[src/rtl/mmio_test_pkg.sv]
// Shared register map, state encoding and console entry layout for the test monitor.
package mmio_test_pkg;

  // Word offsets (DataAdr[5:2]) within the 64-byte window
  localparam logic [3:0] OFF_STATUS = 4'h0;
  localparam logic [3:0] OFF_CYCLE  = 4'h1;
  localparam logic [3:0] OFF_LED    = 4'h2;
  localparam logic [3:0] OFF_EXIT   = 4'h3;
  localparam logic [3:0] OFF_CON0   = 4'h4;

  typedef enum logic [1:0] {
    RUN  = 2'd0,
    PASS = 2'd1,
    FAIL = 2'd2,
    TMO  = 2'd3
  } state_t;

  localparam int unsigned ST_RUN       = 0;
  localparam int unsigned ST_DONE      = 1;
  localparam int unsigned ST_PASS      = 2;
  localparam int unsigned ST_TIMEOUT   = 3;
  localparam int unsigned ST_OVERFLOW  = 4;
  localparam int unsigned ST_COUNT_LSB = 8;

  typedef struct packed {
    logic [2:0]  ch;
    logic [31:0] data;
  } con_entry_t;

endpackage

[src/rtl/mmio_test_monitor_fifo.sv]
// Synchronous FIFO; push while full is accepted only when a pop happens the same cycle.
module sync_fifo #(
  parameter int unsigned WIDTH = 35,
  parameter int unsigned DEPTH = 16
) (
  input  logic                     clk,
  input  logic                     reset,
  input  logic                     push,
  input  logic                     pop,
  input  logic [WIDTH-1:0]         din,
  output logic [WIDTH-1:0]         dout,
  output logic                     full,
  output logic                     empty,
  output logic [$clog2(DEPTH):0]   count
);

  localparam int unsigned AW = $clog2(DEPTH);
  localparam int unsigned CW = AW + 1;

  logic [WIDTH-1:0] mem [DEPTH];
  logic [AW-1:0]    wr_ptr;
  logic [AW-1:0]    rd_ptr;
  logic [CW-1:0]    cnt;
  logic             pop_ok;
  logic             push_ok;

  assign empty   = (cnt == '0);
  assign full    = (cnt == CW'(DEPTH));
  assign pop_ok  = pop & ~empty;
  assign push_ok = push & (~full | pop_ok);
  assign dout    = mem[rd_ptr];
  assign count   = cnt;

  // Pointers wrap naturally since DEPTH is a power of two
  always_ff @(posedge clk) begin
    if (reset) begin
      wr_ptr <= '0;
      rd_ptr <= '0;
      cnt    <= '0;
    end else begin
      if (push_ok) wr_ptr <= wr_ptr + AW'(1);
      if (pop_ok)  rd_ptr <= rd_ptr + AW'(1);
      cnt <= cnt + CW'(push_ok) - CW'(pop_ok);
    end
  end

  always_ff @(posedge clk) begin
    if (push_ok) mem[wr_ptr] <= din;
  end

endmodule

[src/rtl/mmio_test_monitor.sv]
// Memory-mapped test/status peripheral: exit code, watchdog, LEDs and buffered console.
module mmio_test_monitor
  import mmio_test_pkg::*;
#(
  parameter logic [31:0] BASE_ADDR  = 32'h0200_0000,
  parameter int unsigned NUM_CH     = 4,
  parameter int unsigned DEPTH      = 16,
  parameter int unsigned NUM_LEDS   = 8,
  parameter int unsigned PASS_CODE  = 55,
  parameter int unsigned MAX_CYCLES = 10000
) (
  input  logic                clk,
  input  logic                reset,
  input  logic                MemWrite,
  input  logic [31:0]         DataAdr,
  input  logic [31:0]         WriteData,
  output logic [31:0]         ReadData,
  output logic [NUM_LEDS-1:0] led,
  output logic                done,
  output logic                pass,
  output logic                timeout,
  output logic                con_valid,
  input  logic                con_ready,
  output logic [2:0]          con_ch,
  output logic [31:0]         con_data
);

  localparam int unsigned CW      = $clog2(DEPTH) + 1;
  localparam int unsigned CON_END = OFF_CON0 + NUM_CH;

  state_t        state, state_n;
  logic          done_n, pass_n, tmo_n;
  logic [31:0]   cycle;
  logic          overflow;
  logic          hit, wr, exit_wr, con_hit, con_push, con_pop;
  logic [3:0]    off;
  logic          full, empty;
  logic [CW-1:0] count;
  con_entry_t    entry, head;
  logic [31:0]   status;
  logic          unused_c;

  assign hit      = (DataAdr[31:6] == BASE_ADDR[31:6]);
  assign off      = DataAdr[5:2];
  assign wr       = MemWrite & hit;
  assign exit_wr  = wr & (off == OFF_EXIT);
  assign con_hit  = (off >= OFF_CON0) && (32'(off) < CON_END);
  assign con_push = wr & con_hit;
  assign con_pop  = con_ready & ~empty;
  assign unused_c = &{1'b0, DataAdr[1:0]};

  assign entry.ch   = 3'(off - OFF_CON0);
  assign entry.data = WriteData;

  sync_fifo #(
    .WIDTH ($bits(con_entry_t)),
    .DEPTH (DEPTH)
  ) u_fifo (
    .clk   (clk),
    .reset (reset),
    .push  (con_push),
    .pop   (con_pop),
    .din   (entry),
    .dout  (head),
    .full  (full),
    .empty (empty),
    .count (count)
  );

  assign con_valid = ~empty;
  assign con_ch    = con_valid ? head.ch   : '0;
  assign con_data  = con_valid ? head.data : '0;

  // An EXIT write on the expiry cycle takes priority over the watchdog
  always_comb begin
    state_n = state;
    done_n  = 1'b0;
    pass_n  = 1'b0;
    tmo_n   = 1'b0;
    case (state)
      RUN: begin
        if (exit_wr)
          state_n = (WriteData == 32'(PASS_CODE)) ? PASS : FAIL;
        else if (cycle == 32'(MAX_CYCLES - 1))
          state_n = TMO;
      end
      default: ;
    endcase
    done_n = (state_n != RUN);
    pass_n = (state_n == PASS);
    tmo_n  = (state_n == TMO);
  end

  always_ff @(posedge clk) begin
    if (reset) begin
      state   <= RUN;
      done    <= 1'b0;
      pass    <= 1'b0;
      timeout <= 1'b0;
    end else begin
      state   <= state_n;
      done    <= done_n;
      pass    <= pass_n;
      timeout <= tmo_n;
    end
  end

  // Cycle counter freezes on the edge that leaves RUN
  always_ff @(posedge clk) begin
    if (reset) begin
      cycle    <= '0;
      led      <= '0;
      overflow <= 1'b0;
    end else begin
      if (state == RUN && state_n == RUN) cycle <= cycle + 32'd1;
      if (wr && off == OFF_LED) led <= WriteData[NUM_LEDS-1:0];
      if (con_push && full && !con_pop) overflow <= 1'b1;
    end
  end

  always_comb begin
    status                        = '0;
    status[ST_RUN]                = (state == RUN);
    status[ST_DONE]               = done;
    status[ST_PASS]               = pass;
    status[ST_TIMEOUT]            = timeout;
    status[ST_OVERFLOW]           = overflow;
    status[ST_COUNT_LSB +: 8]     = 8'(count);
  end

  always_comb begin
    ReadData = '0;
    if (hit) begin
      case (off)
        OFF_STATUS: ReadData = status;
        OFF_CYCLE:  ReadData = cycle;
        OFF_LED:    ReadData = 32'(led);
        default:    ReadData = '0;
      endcase
    end
  end

endmodule

[config.mk]
export PLATFORM = sky130hd
export DESIGN_NAME = mmio_test_monitor
export DESIGN_NICKNAME = d
export VERILOG_FILES = /design/src/rtl/mmio_test_pkg.sv /design/src/rtl/mmio_test_monitor_fifo.sv /design/src/rtl/mmio_test_monitor.sv
export SDC_FILE = /design/constraint.sdc
export NUM_CORES = 1
export LEC_CHECK = 0
export ABC_AREA = 1
export BUFFER_PORTS_ARGS = -buffer_cell sky130_fd_sc_hd__buf_2
export CELL_PAD_IN_SITES_DETAIL_PLACEMENT = 0
export CELL_PAD_IN_SITES_GLOBAL_PLACEMENT = 1
export CORE_UTILIZATION = 48
export CTS_CLUSTER_SIZE = 20
export DETAILED_ROUTE_END_ITERATION = 8
export PLACE_DENSITY_LB_ADDON = 0.1
export SETUP_SLACK_MARGIN = 0.15
export SLEW_MARGIN = 20
export SYNTH_ARGS = -nofsm -noshare
export SYNTH_HDL_FRONTEND = slang
export SYNTH_HIERARCHICAL = 1
export SYNTH_SLANG_ARGS = --single-unit
[constraint.sdc]
create_clock -name clk -period 4.7 [get_ports clk]
set_clock_uncertainty 0.2 [all_clocks]
set_input_delay 0 -clock clk [delete_from_list [all_inputs] [get_ports clk]]
set_output_delay 0 -clock clk [all_outputs]
set_load 0.02 [all_outputs]
==> results.txt <==
The number of post-CTS setup repair buffers is 0. The number of I/O pins is 147. The clock tree from TritonCTS is built. The root buffer cell chosen for the clock tree is clkbuf_16. Of the synthesized area, sequential elements account for 63.1%.

The tool flagged a number of max-cap violations equal to 0. In the layout the commonest cells are 948 x nand2_1, 560 x edfxtp_1, 533 x inv_1, 452 x nand3_1, 161 x nor2_1. Setup total negative slack on the finished layout was measured at 0 ps. The peak supply drop is about 0.46 mV. The mux cell area share after synthesis came out at 0%.

The average cell area after synthesis is around 9.3 sq um. STA classifies the critical path startpoint as a primary input. The clock latency reported for the late side of the worst-skew pair came out at 600 ps. The number of hold violations in the final report came out at 0. Tracing the worst setup path back leads to its startpoint at DataAdr[23]. For this run, the top clock speed supported by timing is around 260 MHz. The register clock-pin slew on the reported worst setup and hold paths came out at 60 ps. The initial antenna violation count is 0.

The number of vias in the routed layout is approximately 21000. After synthesis, the largest family of logic cells by area is simple AND/OR/NAND/NOR gates. In this run the tightest slew margin relative to its limit is 7.25%. The height of the die is 246 microns. Global routing used 25.1% of the available tracks. The power density of the placed cells came out at between 400 and 500 mW/mm^2. The time the final worst path needs with I/O delays and setup came out at 3800 ps. The type of the worst setup path is primary input to register. The post-cts gate resize count is 0.

The area growth from synthesis to final layout came out at 14.4%. The number of clock buffers added by TritonCTS is 68. The count of pins over their slew limit came to 0.

The warning count from the yosys run is 6. The detail route stage leaves a number of antenna-violating nets equal to 0. The core area came out at 0.0590 sq mm.

The share of the clock period used by the worst path after layout is roughly four fifths. The average routed wire per standard cell came out at 18.4 microns. The effective utilization at floorplan came out at 48.5%. The synthesized netlist devotes 24.5% of its cell area to simple gates.

The iteration-0 DRC count of the detailed router came out at 1543. Synthesis instantiated 40 different standard cells from the library. The layout cell share with drive strength beyond 1 came out at about a tenth. Overall power consumption after layout is estimated at 15.2 mW. The clock passes through at most 3 buffers.

The width of the die came out at 246 microns. The netlist area before placement came out at 0.0287 sq mm. The via count normalized by instance count came out at 5.12.

The smallest hold slack is 26.3 ps. The leftover overflow at the end of global routing is 0. In the synthesized netlist, the number of instances is 3068.

The final design utilization came out at 55.5%. The startpoint identified for the worst register-to-register timing path is u_fifo/count[2]. The net count after synthesis is ~3100. Leaving out fill and tap cells, the most frequent cell in the layout is nand2_1.

After detailed placement, the total cell area comes to 0.0302 sq mm. The die covers 0.0607 sq mm. The worst slack at placement came out at 1030 ps. The congestion estimate from routability-driven global placement came to slightly below 0.9. Setup repair after global routing left no endpoint under its margin. After synthesis the netlist holds a flip-flop and latch count of between 600 and 700. The first-pass GRT wire length came out at 116000 microns. The deepest level of the CTS H-tree came out at 3. The arithmetic-cell share of the synthesized area counting full adders, half adders and majority gates came out at 0.594%. The transition time at the pin with the least slew margin came out at 1390 ps. The number of remaining DRC errors is 0.

The estimated wirelength of the detail-placed design came out at around 42000 microns. The worst setup path is captured at a register. In this run the worst path has a maximum fanout of 21. The number of placed instances, taps included, is 3880. The critical path arrival came out at roughly 4000 ps. Data on the critical path is required at its endpoint by 4780 ps. In this run, post-CTS hold repair placed 50 buffers. The number of input and output port buffers inserted came out at 144. Summing all non-filler instances in the final layout gives an area of about 0.033 sq mm. Setup slack on the critical path of the routed design comes to just under 900 ps. For this design, the sink count on the clock tree is 623.

Setup violations remaining at the end of the flow were counted as 0. The number of global-route vias before repair is 20000. The fraction of the mapped netlist area in compound gates came out at ~1.3%. The first-pass detailed-route iteration total came out at 5.

The xor-xnor portion of the synthesized cell area came out at less than 1%. Leaving out filler cells and counting taps, the final layout contains 4049. In this run the most critical hold path is launched from DataAdr[8]. For this block, the routed nets add up to 74600 microns of wire. Entering global routing, the biggest net connects 217 pins. The floorplan has between 80 and 90 rows. The classification of the worst-slack hold path is primary input to register. The leakage power of the design is 13.9 nW. The run finished with clean final reports.

The count of nets after finishing is 3308.
-- routing by layer --
layer | global-route usage (%) | part of all wire, %
met1 | 34.4 | 45
met2 | 41.0 | 47
met3 | 3.79 | 5.6
met4 | 7.66 | 2.4
met5 | 0 | 0
-- power breakdown --
part           switching [mW]  leakage (nW)  total, mW  internal [mW]
logic                    2.87          7.36       4.07           1.19
registers              0.0488          5.54       6.12           6.07
clock network            2.13         0.999       5.00           2.87
total                    5.05          13.9       15.2           10.1
-- final cells by class --
class                           instances  area (sq um)
Tap cell                              773           967
Sequential cell                       623         18100
Timing Repair Buffer                  233          1690
Fill cell                            5295         26200
Inverter                              542          2050
Multi-Input combinational cell       1759          7920
Clock inverter                         27           180
Clock buffer                           91          1880
Antenna cell                            1          2.50
-- state kept, by name, indices dropped and copies added (netlist names), named ones only --
register / flops
u_fifo/count: 5
led: 8
cycle: 32
u_fifo/wr_ptr: 4
state: 2
overflow: 1
u_fifo/rd_ptr: 4
timeout: 1
pass: 1
done: 1
u_fifo/mem: 560
-- cells in the mapped netlist (all sizes together) --
cell    number  area (sq um)
nand3b       2          15.0
nor3        48           314
a21oi       45           255
nand2      951          3580
clkbuf      48           181
fa           1          20.0
nor2       180           688
or2          2          15.0
o21ai       12          60.1
o31ai        1          7.51
dfxtp       63          1260
clkinv       1          3.75
edfxtp     560         16800
buf         96           557
nand3      452          2260
xnor2        2          17.5
xor2        25           219
ha          12           150
nand4       18           134
o21a         1          7.51
a31oi        5          31.3
inv        541          2030
nor3b        2          25.0
-- worst paths after layout --
| path | slack (ps) | cells past startpoint | endpoint |
|---|---|---|---|
| worst min-delay path | 30 | 11 | timeout |
| worst max-delay path | 900 | 15 | u_fifo/mem[0][21] |
| worst max register to register | 1350 | 12 | u_fifo/mem[0][21] |
| worst min register to register | 280 | 1 | overflow |
-- critical path, cell delays in order --
cell	delay, ps
dlygate4sd3_1	530
buf_2	120
inv_1	40
nand2_1	50
nor3_1	160
nand4_1	110
nor2_1	310
nand2_1	120
nor3_1	220
dlygate4sd3_1	680
nand2_1	130
inv_1	170
nand2_1	270
nor2_4	650
buf_12	300
-- kinds of logic (layout without fill, tap and decap cells) --
group / Yosys count / count (layout)
flops: 623 / 623
xor+xnor: 27 / 27
buf+inv: 686 / 893
compound gates: 64 / 64
other cells: 0 / 1
simple gates: 1655 / 1655
fa+ha+maj: 13 / 13
Power figures use the tool's default switching activity.
